<file path="config.mk">
export PLATFORM = sky130hd
export DESIGN_NAME = cam_stream_arbiter
export DESIGN_NICKNAME = d
export VERILOG_FILES = /design/src/rtl/cam_stream_pkg.sv /design/src/rtl/cam_stream_arbiter_rr.sv /design/src/rtl/cam_stream_arbiter.sv
export SDC_FILE = /design/constraint.sdc
export NUM_CORES = 1
export LEC_CHECK = 0
export CORE_ASPECT_RATIO = 0.9
export CORE_MARGIN = 4
export CORE_UTILIZATION = 40
export DETAILED_ROUTE_END_ITERATION = 16
export GPL_TIMING_DRIVEN = 0
export PLACE_DENSITY = 0.77
export SETUP_SLACK_MARGIN = 0.3
export SYNTH_ARGS = -nofsm -noshare
export SYNTH_HDL_FRONTEND = slang
export SYNTH_SLANG_ARGS = --single-unit
export TNS_END_PERCENT = 20
</file>
<file path="constraint.sdc">
create_clock -name clk_i -period 3.6 [get_ports clk_i]
set_clock_uncertainty 0.05 [all_clocks]
set_input_delay 0.9 -clock clk_i [delete_from_list [all_inputs] [get_ports clk_i]]
set_output_delay 0.9 -clock clk_i [all_outputs]
set_load 0.02 [all_outputs]
</file>
<file path="src/rtl/cam_stream_pkg.sv">
// Shared types and constants for the CAM streaming path: packet layout,
// flag positions, fixed addresses and the arbiter state encoding.
package cam_stream_pkg;

  typedef struct packed {
    logic [15:0] addr;
    logic [7:0]  data;
    logic [7:0]  flags;
  } packet_t;

  localparam int FLAG_SYS_BIT   = 7;
  localparam int FLAG_STATS_BIT = 6;
  localparam int FLAG_LAST_BIT  = 1;

  localparam logic [7:0]  STATS_FLAGS        = 8'b1100_0010;
  localparam logic [15:0] HEARTBEAT_ADDR     = 16'hC0FF;
  localparam logic [15:0] STATS_ADDR_DEFAULT = 16'hC0FE;

  typedef enum logic [1:0] {
    ST_IDLE,
    ST_ISSUE,
    ST_GUARD,
    ST_WAIT
  } arb_state_t;

endpackage

</file>
<file path="src/rtl/cam_stream_arbiter_rr.sv">
// Round-robin picker over N request bits. The pick is combinational;
// the search pointer moves past the winner only when advance is high.
module rr_arbiter #(
  parameter int N = 3
) (
  input  logic                           clk_i,
  input  logic                           rst_n,
  input  logic [N-1:0]                   req,
  input  logic                           advance,
  output logic [N-1:0]                   grant,
  output logic [((N > 1) ? $clog2(N) : 1)-1:0] grant_idx,
  output logic                           any
);

  localparam int IW = (N > 1) ? $clog2(N) : 1;

  logic [IW-1:0] ptr_reg, ptr_next;

  // Walk from farthest to nearest so the last hit is the closest to ptr_reg.
  always_comb begin
    int idx;
    grant     = '0;
    grant_idx = '0;
    any       = 1'b0;
    idx       = 0;
    for (int off = N - 1; off >= 0; off--) begin
      idx = int'(ptr_reg) + off;
      if (idx >= N) idx = idx - N;
      if (req[idx]) begin
        grant      = '0;
        grant[idx] = 1'b1;
        grant_idx  = IW'(idx);
        any        = 1'b1;
      end
    end
  end

  always_comb begin
    ptr_next = ptr_reg;
    if (advance && any) begin
      ptr_next = (grant_idx == IW'(N - 1)) ? '0 : grant_idx + 1'b1;
    end
  end

  always_ff @(posedge clk_i) begin
    if (!rst_n) ptr_reg <= '0;
    else        ptr_reg <= ptr_next;
  end

endmodule

</file>
<file path="src/rtl/cam_stream_arbiter.sv">
// Shares the CAM serializer between N_REQ sources and a periodic stats
// packet: source 0 first, then stats, then round-robin over the rest.
module cam_stream_arbiter
  import cam_stream_pkg::*;
#(
  parameter int          N_REQ        = 4,
  parameter int          STATS_PERIOD = 1_000_000,
  parameter logic [15:0] STATS_ADDR   = STATS_ADDR_DEFAULT
) (
  input  logic                 clk_i,
  input  logic                 rst_n,
  input  logic                 enable_i,
  input  logic [N_REQ-1:0]     req_valid_i,
  input  logic [N_REQ*32-1:0]  req_data_i,
  output logic [N_REQ-1:0]     req_ready_o,
  input  logic [N_REQ-1:0]     drop_i,
  input  logic                 ser_busy_i,
  output logic                 ser_wr_o,
  output logic [31:0]          ser_data_o,
  output logic [3:0]           grant_id_o,
  output logic                 active_o,
  output logic [7:0]           drop_cnt_o
);

  localparam int          NRR        = N_REQ - 1;
  localparam int          RIW        = (NRR > 1) ? $clog2(NRR) : 1;
  localparam logic [31:0] TIMER_LAST = (STATS_PERIOD == 0) ? 32'd0 : 32'(STATS_PERIOD - 1);

  arb_state_t  state_reg, state_next;
  logic [31:0] ser_data_reg;
  logic [3:0]  grant_id_reg;
  logic [7:0]  drop_cnt_reg, drop_cnt_next;
  logic [31:0] timer_reg;
  logic        stats_pending_reg;

  logic [31:0] src_data [N_REQ];
  generate
    for (genvar gi = 0; gi < N_REQ; gi++) begin : g_unpack
      assign src_data[gi] = req_data_i[32*gi +: 32];
    end
  endgenerate

  logic [NRR-1:0] rr_req, rr_grant;
  logic [RIW-1:0] rr_idx;
  logic           rr_any;
  logic           can_grant, stats_elig, grant_src0, grant_stats, grant_rr, any_grant;
  logic [31:0]    win_data;
  logic [3:0]     win_id;
  packet_t        stats_pkt;
  logic [3:0]     drop_pop;
  logic [8:0]     drop_sum;
  logic           timer_expire;

  assign rr_req = enable_i ? req_valid_i[N_REQ-1:1] : '0;

  rr_arbiter #(.N(NRR)) u_rr (
    .clk_i     (clk_i),
    .rst_n     (rst_n),
    .req       (rr_req),
    .advance   (grant_rr),
    .grant     (rr_grant),
    .grant_idx (rr_idx),
    .any       (rr_any)
  );

  assign can_grant   = rst_n && (state_reg == ST_IDLE) && !ser_busy_i;
  assign stats_elig  = stats_pending_reg && enable_i;
  assign grant_src0  = can_grant && req_valid_i[0];
  assign grant_stats = can_grant && !req_valid_i[0] && stats_elig;
  assign grant_rr    = can_grant && !req_valid_i[0] && !stats_elig && rr_any;
  assign any_grant   = grant_src0 || grant_stats || grant_rr;

  assign stats_pkt = '{addr: STATS_ADDR, data: drop_cnt_reg, flags: STATS_FLAGS};

  always_comb begin
    req_ready_o = '0;
    win_data    = src_data[int'(rr_idx) + 1];
    win_id      = 4'(int'(rr_idx) + 1);
    if (grant_src0) begin
      req_ready_o[0] = 1'b1;
      win_data       = src_data[0];
      win_id         = 4'd0;
    end else if (grant_stats) begin
      win_data = stats_pkt;
      win_id   = 4'(N_REQ);
    end else if (grant_rr) begin
      req_ready_o[N_REQ-1:1] = rr_grant;
    end
  end

  // A guard cycle that already sees busy low returns straight to IDLE so the
  // next grant can land three cycles after the previous one.
  always_comb begin
    state_next = state_reg;
    case (state_reg)
      ST_IDLE:  if (any_grant)   state_next = ST_ISSUE;
      ST_ISSUE:                  state_next = ST_GUARD;
      ST_GUARD:                  state_next = ser_busy_i ? ST_WAIT : ST_IDLE;
      ST_WAIT:  if (!ser_busy_i) state_next = ST_IDLE;
      default:                   state_next = ST_IDLE;
    endcase
  end

  always_comb begin
    drop_pop = '0;
    for (int k = 0; k < N_REQ; k++) drop_pop = drop_pop + 4'(drop_i[k]);
    drop_sum      = {1'b0, drop_cnt_reg} + 9'(drop_pop);
    drop_cnt_next = drop_sum[8] ? 8'hFF : drop_sum[7:0];
    // The stats packet carries the old count; this cycle's drops start the new one.
    if (grant_stats) drop_cnt_next = 8'(drop_pop);
  end

  assign timer_expire = (STATS_PERIOD != 0) && (timer_reg == TIMER_LAST);

  always_ff @(posedge clk_i) begin
    if (!rst_n) begin
      state_reg         <= ST_IDLE;
      ser_data_reg      <= '0;
      grant_id_reg      <= '0;
      drop_cnt_reg      <= '0;
      timer_reg         <= '0;
      stats_pending_reg <= 1'b0;
    end else begin
      state_reg         <= state_next;
      drop_cnt_reg      <= drop_cnt_next;
      stats_pending_reg <= (stats_pending_reg && !grant_stats) || timer_expire;
      if (STATS_PERIOD == 0 || timer_expire) timer_reg <= '0;
      else                                   timer_reg <= timer_reg + 32'd1;
      if (any_grant) begin
        ser_data_reg <= win_data;
        grant_id_reg <= win_id;
      end
    end
  end

  assign ser_wr_o   = (state_reg == ST_ISSUE);
  assign ser_data_o = ser_data_reg;
  assign grant_id_o = grant_id_reg;
  assign active_o   = (state_reg != ST_IDLE);
  assign drop_cnt_o = drop_cnt_reg;

endmodule

</file>
Word-level counts from Yosys, hierarchy flattened:

Cells that the tools add are included.

* register bits: 81
* input port bits: 140
* output and inout bits: 50
* logic and storage cells: 110

* add/sub/neg operators: 12
* $lt $le $gt $ge: 10
* eq/ne operators: 7
* mux-type cells: 46
* bitwise gates (word level): 2
* reductions and logical operators: 25

Operators with widths (number)
* $mux W32: 7
* $ge A32 B1 Y1 const B: 3
* $ge A32 B3 Y1 const B: 3
* $lt A32 B4 Y1 const B: 3
* $bmux W32 S2: 1
* $sub A32 B3 Y32 const B: 2
* $add A32 B1 Y32 const B: 1
* $eq A32 B20 Y1 const B: 1
* $not A32 Y32: 1
* $mux W3: 9
* $mux W2: 7
* $logic_and A1 B1 Y1: 13
* $mux W1: 13
* $add A8 B4 Y9: 1
* $mux W8: 1
* $pmux W2 S4: 1
* $add A2 B1 Y3 const B: 2
* $bmux W1 S2: 3
* $demux W1 S2: 3
* $eq A2 B2 Y1 const B: 3
* $add A3 B1 Y4: 1
* $logic_not A1 Y1: 4
* $mux W4: 1
* $ne A2 B2 Y1 const B: 2
* 13 further kinds: 16

Longest topological paths before layout:

Gate-level depths: netlist (run 1).

* depth after elaboration: 16
* mapped depth: 17
* depth with buffers taken out: 12

Modules after synthesis:

From an unflattened synthesis (run 1), not the netlist that was laid out.

* cells, all modules: 554
* area, all modules: 5016.1 µm²

Modules (own cells, without submodules)
* cam_stream_arbiter: instances 1, cells each 496, area each 4595.7 µm², sequential area each 1561.5 µm²
* rr_arbiter: instances 1, cells each 58, area each 420.4 µm², sequential area each 40.0 µm²

Worst setup path after synthesis (run 1):

No wires, ideal clock.

* path kind: input port to flip-flop
* from: input enable_i
* to: register ser_data_reg[12] (netlist: ser_data_o[12])
* setup time: 0.122 ns
* arrival: 3.495 ns
* data required time: 3.428 ns
* slack: -0.067 ns
* cell stages on the path: 12
* buffers on the path: 6
* cell sequence: clkbuf_1 o211a_1 and2_1 buf_6 inv_2 buf_4 buf_2 ha_1 clkbuf_1 clkbuf_1 mux4_2 a221o_1

* word-level cells in the longest chain between the ends: 14
* elaborated cells on any way between the ends: 30
* those cells by class: add/sub (1); mux (21); bitwise (1); reduce/logical (7)

RTL lines
* from (decl): line cam_stream_arbiter.sv:12 `input logic enable_i,`
* $mux W3: line cam_stream_arbiter.sv:54 `assign rr_req = enable_i ? req_valid_i[N_REQ-1:1] : '0;`
* $bmux W1 S2: line cam_stream_arbiter_rr.sv:29 `if (req[idx]) begin`
* $mux W1 (implied by the code) (2 in a row): line cam_stream_arbiter_rr.sv:29
* $mux W2 (3 in a row): line cam_stream_arbiter_rr.sv:29
* $add A2 B1 Y3: line cam_stream_arbiter.sv:77 `win_data = src_data[int'(rr_idx) + 1];`
* $not A32 Y32 (implied by the code): line cam_stream_arbiter.sv:77
* $bmux W32 S2: line cam_stream_arbiter.sv:77
* $mux W32 (implied by the code) (2 in a row): line cam_stream_arbiter.sv:77
* $mux W32: line cam_stream_arbiter.sv:83 `end else if (grant_stats) begin`
* $mux W32: line cam_stream_arbiter.sv:79 `if (grant_src0) begin`
* to (signal assigned): line cam_stream_arbiter.sv:130 `ser_data_reg <= win_data;`
* to (decl): line cam_stream_arbiter.sv:30 `logic [31:0] ser_data_reg;`

Parallel ways exist; a longest one is shown, timed or not. The select of a mux whose other input is x is not followed.
A chain may end at the register's enable or synchronous reset.

Worst setup path in the final report (run 1):

* from: input req_valid_i[0]
* to: output req_ready_o[2]

* word-level cells in the longest chain between the ends: 7
* elaborated cells on any way between the ends: 9
* those cells by class: mux (3); reduce/logical (6)

RTL lines
* from (decl): line cam_stream_arbiter.sv:13 `input logic [N_REQ-1:0] req_valid_i,`
* $logic_not A1 Y1: line cam_stream_arbiter.sv:69, cam_stream_arbiter.sv:70
* $logic_and A1 B1 Y1: line cam_stream_arbiter.sv:69, cam_stream_arbiter.sv:70
* $logic_and A1 B1 Y1 (2 in a row): line cam_stream_arbiter.sv:70 `assign grant_rr = can_grant && !req_valid_i[0] && !stats_elig && rr_any;`
* $mux W3: line cam_stream_arbiter.sv:86 `end else if (grant_rr) begin`
* $mux W3: line cam_stream_arbiter.sv:83
* $mux W3 *: line cam_stream_arbiter.sv:79
* to (decl): line cam_stream_arbiter.sv:15 `output logic [N_REQ-1:0] req_ready_o,`

Every way passes the cells marked *; elsewhere a longest branch is shown, timed or not.

==> reports/qor.txt, run 1 <==
Switching Fraction = 28.8%
port bufs = 187
Flop pwr share = 35.3%
#FFs+latches synth = 80
Final #Nets = 941
number of I/O pins = 190
critical path fanouts, max = 5
Pleak = 2.90 nW
Netlist cell types = 54
count leader, synth = dfxtp_1
Yosys top cell by area = dfxtp_1
Post-Place Setup Slack = -0.954 ns
MaxCap Viol Count = 0
CP required = 2.65 ns
worst hold start = timer_reg[0]$_SDFF_PP0_
Worst path slowest cell = clkdlybuf4s50_1
# H-tree levels = 3
Final setup violation count = 0
Post-synth top flop = dfxtp_1
Clock Latency Late Sink = 0.34 ns
largest net degree at the start of global routing = 15
min Tclk post-route = 3.35 ns
Routed WL per cell = 18.4 um
Area Overhead vs Synth = 57.2%
Clock Sinks = 80
initial antenna violation count = 0
RSZ-0062 raised after global routing = yes
CP Class = in -> out
most frequent cells after synthesis = dfxtp_1 (80), nor2_1 (71), nand2_1 (36), o211ai_1 (36), a21oi_1 (29)
Floorplan Core Area = 11,700 um^2
Post-synth ARST share = 0%
Crit path top cell by count = buf_6
DR DRC count = 0
Setup Total Neg Slack = 0 ns
total global routing overflow = 0
antenna fix cells = 0
Die Y = 113 um
Data arrival, critical path = 2.40 ns
Routed WL = 17,500 um
fmax = 298 MHz
final worst setup slack = 0.246 ns
hpwl dp = 13,100 um
combinational group share of total power = 28.6%
CP peak stage delay = 0.50 ns
Die ar. = 14,000 um^2
Pre-Repair DR Iteration Count = 5
# hold bufs at CTS = 0
status = finished clean
die extent in x = 124 um
Clock Power Share = 36.1%
dpl cells = 916
Mapped Area = 4870 um^2
non-filler cells, final = 951
site row count = 37
Synth Area per Inst = 8.49 um^2
Crit. End Element = output pin
headroom to the max-slew limit = 48.1%
routed via count = 5,332
gpl congestion = 0.905
Int Power = 1.99 mW
clk slew on worst S/H paths = 0.06 ns
Synth Net Count = 724
CTS tree = done
CTS Buf Count = 9
Via density = 5.61
CTS max path bufs = 2
DRT antenna net count = 0
synth top area cells = dfxtp_1 (33%), o211ai_1 (5.6%), nor2_1 (5.5%), mux2i_1 (5.3%), mux4_2 (4.2%)
root buffer cell = clkbuf_16
final hold slack = 0.417 ns
fillers = 908
total power = 2.79 mW
Sequential Area = 1600 um^2
post-synth top area share = 32.9%
reg-to-reg startpoint = u_rr.ptr_reg[0]$_SDFFE_PN0P_
Post-synth EDFFs = 0
Hold WC Path Type = reg -> reg
Slew Viols, Final = 0
Final Hold Viols = 0
total track usage = 24.4%
first-pass GRT wire length = 28,400 um
Startpoint Class = input port
multi-input logic area = 3140 um^2
NetSw = 0.803 mW
vias in the first global route = 5,490
cells after synthesis = 573
first-iteration detailed-routing DRC count = 382
Synth warnings = 0
VDD IR-drop max = 0.195 mV
Worst Tran Pin Value = 0.768 ns
Starting Density = 41.7%
Worst Setup SP = req_valid_i[0]
share of cells above drive strength 1 = 15.2%
Tcrit/Tclk final = 93.2%
Seq/Total Area, Yosys = 32.9%
Critical Path, Cell by Cell = clkdlybuf4s50_1 -> inv_1 -> nand2_1 -> a211oi_4 -> buf_4 -> buf_6 -> and2_4 -> buf_6
Cell Pwr Density = 365 nW/um^2
==> power groups by stage <==
stage | registers [mW] | clock network (mW) | logic (mW)
6_report | 0.985 | 1.01 | 0.799
5_1_grt | 0.993 | 1.04 | 0.861
4_1_cts | 0.985 | 1.01 | 0.773
3_5_place_dp | 1.00 | 0 | 0.718
3_3_place_gp | 0.998 | 0 | 0.701
2_1_floorplan | 1.05 | 0 | 0.313
==> metrics by stage <==
stage	area (um^2)	util [%]
detailed placement	6950	59.6
finish	7650	65.6
floorplan	4890	-
global route	7650	65.6
global placement	6950	59.6
CTS	7530	64.6
==> critical path: cells and delay by family <==
family                 cells  cell delay, ns
buffers and inverters      5            0.98
AO/OA/AOI/OAI              1            0.27
AND/OR/NAND/NOR            2            0.25
==> cell families after synthesis <==
group	count (synthesis)	synth area share, %
buf+inv	63	5.68
xor+xnor	33	5.94
fa+ha+maj	11	3.14
compound gates	138	20.9
flops	80	32.9
other cells	1	0.0771
mux	35	9.51
simple gates	212	21.8
==> path summary, 6_finish.rpt <==
path	endpoint	slack [ns]	cells past startpoint
max	req_ready_o[2]	0.25	8
min	timer_reg[0]$_SDFF_PP0_	0.42	1
max reg2reg	ser_data_o[4]$_SDFFE_PN0P_	0.39	15
min reg2reg	timer_reg[0]$_SDFF_PP0_	0.42	1
==> timing repair <==
item / CTS / global route
setup endpoints to repair: 45 / 44
pin swaps: 13 / 11
cloned: 0 / 0
setup buffers: 18 / 1
gates resized for setup: 73 / 28
==> area by class of cell <==
type | instances | share of cell area (%)
inverter | 20 | 0.981
sequential | 80 | 21.0
timing repair buffer | 206 | 26.4
tap | 156 | 2.55
buffer | 43 | 3.93
clock inverter | 6 | 1.21
multi-input combinational | 430 | 41.0
clock buffer | 10 | 2.99
==> cells in the final DEF, fill, tap and decap left out, drive strengths merged, types with 3 or more instances in the layout <==
cell type      synthesis  routed
nor3                   3       3
dfxtp                 80      80
nor2b                  7       7
dlymetal6s2s           0       3
clkdlybuf4s15          0       3
xnor2                 13      13
o21ai                  9       9
or2                   13      13
a21oi                 29      29
a221o                 20      20
a32o                  10      10
mux2i                 26      26
inv                   20      21
buf                   17      45
xor2                  20      20
nand3b                 6       6
mux4                   9       9
and2                   4       4
nand2                 36      36
and3                  15      15
nor4                   8       8
clkbuf                26      31
o211ai                36      36
nand3                 19      19
clkdlybuf4s50          0     176
nand2b                 3       3
nand4                 11      11
a21boi                 5       5
a31oi                 13      13
ha                     9       9
nor3b                 10      10
nor2                  71      71
==> routing by layer <==
metal  global-route usage (%)  vias up  share of wire (%)
met5                        0        -                  0
met4                     6.57        0                1.5
met3                     6.57       29                7.0
met2                     40.9      231                 48
met1                     31.0     2536                 44
li1                         -     2536                  -
No activity file was read; power rests on OpenSTA's default activity.
==> run 2: changes to the inputs <==
Settings changed: CORE_UTILIZATION 40 to 41, PLACE_DENSITY 0.77 to 0.78, SYNTH_HIERARCHICAL from default to 1.
==> reports/qor.txt, run 2 <==
min Tclk post-route = 3.34 ns
Floorplan Core Area = 12,000 um^2
#FFs+latches synth = 80
most common cell after layout, fill and taps aside = clkdlybuf4s50_1
post-layout util = 64.2%
clk slew on worst S/H paths = 0.05 ns
Clock Latency Late Sink = 0.34 ns
cells after synthesis = 554
Compound-Gate Fraction of Synth Area = 24.1%
Post-synth EDFFs = 0
MaxCap Viol Count = 0
Cell Pwr Density = 373 nW/um^2
Via density = 5.98
Synth Net Count = 707
Final Hold Viols = 0
fillers = 943
RSZ-0062 raised after global routing = yes
critical path fanouts, max = 7
Die ar. = 14,100 um^2
Yosys top cell by area = dfxtp_1
VDD IR-drop max = 0.239 mV
Simple-Gate Fraction of Synth Area = 17.2%
share of cells above drive strength 1 = 18.4%
CP required = 2.65 ns
number of I/O pins = 190
Startpoint Class = input port
largest net degree at the start of global routing = 15
CTS max path bufs = 2
Die Y = 113 um
vias in the first global route = 5,457
Final #Nets = 922
DR DRC count = 0
DRT antenna net count = 0
Seq/Total Area, Yosys = 31.9%
hpwl dp = 13,800 um
Synth warnings = 6
CP Class = in -> out
total global routing overflow = 0
routed via count = 5,580
most frequent cells after synthesis = a21oi_1 (80), dfxtp_1 (80), o21ai_0 (60)
status = finished clean
total power = 2.88 mW
total track usage = 24.6%
Post-synth top flop = dfxtp_1
Hold WC Path Type = reg -> reg
fmax = 300 MHz
site row count = 38
antenna fix cells = 0
Data arrival, critical path = 2.39 ns
Routed WL per cell = 19.9 um
xor and xnor area share after synthesis = 2.62%
gpl congestion = 0.978
Pre-Repair DR Iteration Count = 5
Routed WL = 18,600 um
synthesized-area fraction occupied by adder cells = 3.54%
Final setup violation count = 0
Tcrit/Tclk final = 92.7%
CTS Buf Count = 9
# H-tree levels = 3
mux cell area share after synthesis = 15.0%
CTS tree = done
Clock Sinks = 80
Slew Viols, Final = 0
Pleak = 2.71 nW
port bufs = 187
root buffer cell = clkbuf_16
Starting Density = 41.7%
largest family of logic cells by synthesized area = compound AO/OA/AOI/OAI gates
first-pass GRT wire length = 28,000 um
synth top area cells = dfxtp_1 (32%), mux4_2 (14%), a21oi_1 (8.0%), o21ai_0 (6.0%), ha_1 (2.7%)
# hold bufs at CTS = 0
headroom to the max-slew limit = 57.8%
post-synth top area share = 31.9%
Synth Area per Inst = 9.05 um^2
initial antenna violation count = 1
Worst Tran Pin Value = 0.633 ns
Post-synth ARST share = 0%
Mapped Area = 5020 um^2
Crit. End Element = output pin
Netlist cell types = 60
Area Overhead vs Synth = 54.1%
first-iteration detailed-routing DRC count = 605
most frequent cells in the layout = clkdlybuf4s50_1 (174), a21oi_1 (80), dfxtp_1 (79), o21ai_0 (58), mux4_2 (32)
die extent in x = 125 um
run 2: power breakdown:
group / total (mW) / switching [mW] / internal [mW]
Clock: 1.00 / 0.394 / 0.608
Combinational: 0.880 / 0.407 / 0.474
Sequential: 0.998 / 0.0564 / 0.942
Total: 2.88 / 0.857 / 2.02
run 2: cells by family after synthesis:
logic type / count (synthesis)
AOI/OAI and AO/OA: 203
and+or+nand+nor: 147
DFF: 80
buffers and inverters: 60
muxes: 35
xor gates and xnor gates: 15
adders and majority gates: 13
other: 1
run 2: per-stage QoR:
step                      std cells  setup WS, ns  hold slack (ns)  setup TNS [ns]  area (um^2)
final                           933         0.263            0.415               0         7730
after global routing            933         0.249            0.435               0         7730
after global placement          901         -1.17            0.389          -29.88         7100
after CTS                       926         0.266            0.417               0         7570
after detailed placement        901         -1.22            0.402          -32.70         7100
after floorplan                 554         0.302            0.376               0         5030
run 2: what timing repair did:
action,4_1_cts,5_1_grt
setup endpoints to repair,48,33
setup buffers,10,7
resized for setup,76,27
pin swaps,13,18
run 2: final cells by class:
type	instances	area [um^2]	area share (%)
inverters	20	78.8	1.02
repair buffers	204	2000	25.8
multi-input cells	414	3310	42.8
well taps	160	200	2.59
plain buffers	40	223	2.88
flip-flops and latches	80	1600	20.7
clock buffers	9	225	2.91
clock inverters	6	92.6	1.20
run 2: routing by layer:
layer  up-vias  global-route usage [%]  part of all wire [%]  wire length [um]
met2       295                    40.1                    48              8840
met3        54                    7.13                   8.5              1580
li1       2544                       -                     -                 -
met4         2                    9.50                   3.5               657
met1      2685                    31.0                    40              7480
met5         -                       0                 0.065                12
run 2: final timing paths:
path                                     start                     endpoint  slack (ns)  cells after the start
setup reg to reg  u_rr/ptr_reg[0]$_SDFFE_PN0P_  ser_data_o[12]$_SDFFE_PN0P_        0.46                     12
hold reg to reg    ser_data_o[17]$_SDFFE_PN0P_  ser_data_o[17]$_SDFFE_PN0P_        0.41                      1
setup / recovery                      enable_i               req_ready_o[1]        0.26                      9
hold / removal     ser_data_o[17]$_SDFFE_PN0P_  ser_data_o[17]$_SDFFE_PN0P_        0.41                      1
run 2: critical path, stage by stage:
cell,delay (ns)
buf_12,0.10
and2_4,0.18
mux2i_2,0.21
o22ai_2,0.13
or3_4,0.42
clkinvlp_4,0.11
nor3_4,0.06
and2_4,0.17
buf_6,0.12
==> run 3: changes to the inputs <==
Settings changed: CTS_CLUSTER_DIAMETER from default to 40, HOLD_SLACK_MARGIN from default to 0.03, SETUP_SLACK_MARGIN 0.3 to default.
==> reports/qor.txt, run 3 (synthesized netlist as in run 2, its figures left out) <==
Hold WC Path Type = reg -> reg
met2 Use GR = 40.5%
most frequent cells in the layout = clkdlybuf4s50_1 (177), a21oi_1 (80), dfxtp_1 (80), o21ai_0 (59), mux4_2 (32)
fillers = 993
Worst Tran Pin Value = 0.562 ns
Final Hold Viols = 0
headroom to the max-slew limit = 62.2%
Via density = 5.83
Startpoint Class = input port
Starting Density = 41.7%
RSZ-0062 raised after global routing = no
Cell Pwr Density = 361 nW/um^2
clk slew on worst S/H paths = 0.06 ns
CTS tree = done
total track usage = 24.3%
Die ar. = 14,100 um^2
Pleak = 2.62 nW
fmax = 291 MHz
hpwl dp = 13,800 um
Worst Setup SP = req_valid_i[3]
root buffer cell = clkbuf_16
Final #Nets = 915
site row count = 38
most common cell after layout, fill and taps aside = clkdlybuf4s50_1
Routed WL per cell = 18.8 um
CP Class = in -> out
MaxCap Viol Count = 0
multi-input logic area = 3190 um^2
min Tclk post-route = 3.44 ns
reg-to-reg startpoint = u_rr/ptr_reg[0]$_SDFFE_PN0P_
Data arrival, critical path = 2.49 ns
Clock Latency Late Sink = 0.33 ns
DR DRC count = 0
largest net degree at the start of global routing = 14
DRT antenna net count = 0
# H-tree levels = 3
die extent in x = 125 um
Sequential Area = 1600 um^2
port bufs = 187
met3 Use GR = 6.42%
grt peak-use layer = met2
initial antenna violation count = 0
gpl congestion = 0.901
CTS Buf Count = 9
worst hold start = timer_reg[0]$_SDFF_PP0_
Tcrit/Tclk final = 95.6%
non-filler cells, final = 927
CP required = 2.65 ns
critical path fanouts, max = 6
status = finished clean
final worst setup slack = 0.158 ns
Crit. End Element = output pin
share of cells above drive strength 1 = 14.2%
routed via count = 5,402
Clock Sinks = 80
Die Y = 113 um
vias in the first global route = 5,325
hold path depth = 1
number of I/O pins = 190
CTS max path bufs = 2
Routed WL = 17,500 um
Slew Viols, Final = 0
M1 GR Usage = 31.0%
Worst R2R Path Depth = 12
Final setup violation count = 0
total global routing overflow = 0
Area Overhead vs Synth = 49.5%
antenna fix cells = 0
Floorplan Core Area = 12,000 um^2
VDD IR-drop max = 0.253 mV
Post-Place Setup Slack = -1.46 ns
Pre-Repair DR Iteration Count = 5
dpl cells = 901
Setup Total Neg Slack = 0 ns
first-pass GRT wire length = 27,700 um
first-iteration detailed-routing DRC count = 489
[run 3: changes by cell type in the layout (fill, tap and decap cells not counted), moves of 2 or more]
cell,before,now
ha_4,5,0
clkbuf_1,18,21
clkdlybuf4s50_1,174,177
ha_1,5,11
buf_2,11,13
inv_1,14,19
clkbuf_4,5,1
inv_2,5,0
dlymetal6s2s_1,3,0
buf_4,20,13
dlygate4sd2_1,0,4
[run 3: worst max-delay path, stage by stage]
cell and delay (ns):
dlygate4sd2_1 0.23, and2_4 0.17, mux2i_2 0.17, o22ai_2 0.11, or3_4 0.43, clkinvlp_4 0.11
nor3_4 0.06, and2_1 0.16, buf_2 0.15
[run 3: worst paths after layout]
path              slack, ns                     endpoint
setup / recovery       0.16               req_ready_o[2]
hold / removal         0.41      timer_reg[0]$_SDFF_PP0_
setup reg to reg       0.26  ser_data_o[15]$_SDFFE_PN0P_
hold reg to reg        0.41      timer_reg[0]$_SDFF_PP0_
[run 3: power by group]
group | switching (mW) | internal, mW | leakage, nW
sequential | 0.0488 | 0.942 | 0.651
clock | 0.359 | 0.536 | 0.132
combinational | 0.378 | 0.439 | 1.84
total | 0.785 | 1.92 | 2.62
[run 3: routing by layer]
layer,vias up,share of wire [%]
met1,2572,40
li1,2531,-
met2,267,48
met5,-,0
met3,32,8.8
met4,0,3.0
[run 3: what timing repair did]
| item | CTS | global route |
|---|---|---|
| hold buffers | 0 | 0 |
| pin swaps | 5 | 4 |
| buffers inserted | 9 | 2 |
| setup endpoints to repair | 34 | 28 |
| endpoints found under the hold margin | 0 | 0 |
| gates resized for setup | 48 | 10 |
[run 3: through the flow]
stage | power, mW | util (%) | hold slack (ns) | instance area [um^2]
floorplan | 1.42 | - | 0.376 | 5020
global placement | 1.78 | 58.9 | 0.386 | 7090
detailed placement | 1.80 | 58.9 | 0.400 | 7090
CTS | 2.70 | 62.3 | 0.416 | 7490
global route | 2.82 | 62.3 | 0.433 | 7500
finish | 2.70 | 62.3 | 0.412 | 7500
[run 3: layout make-up]
cell class	instances	area share (%)
Sequential cell	80	21.4
Clock inverter	5	0.768
Clock buffer	11	3.10
Timing Repair Buffer	197	25.7
Tap cell	160	2.67
Multi-Input combinational cell	414	42.5
Inverter	20	1.05
Buffer	40	2.82
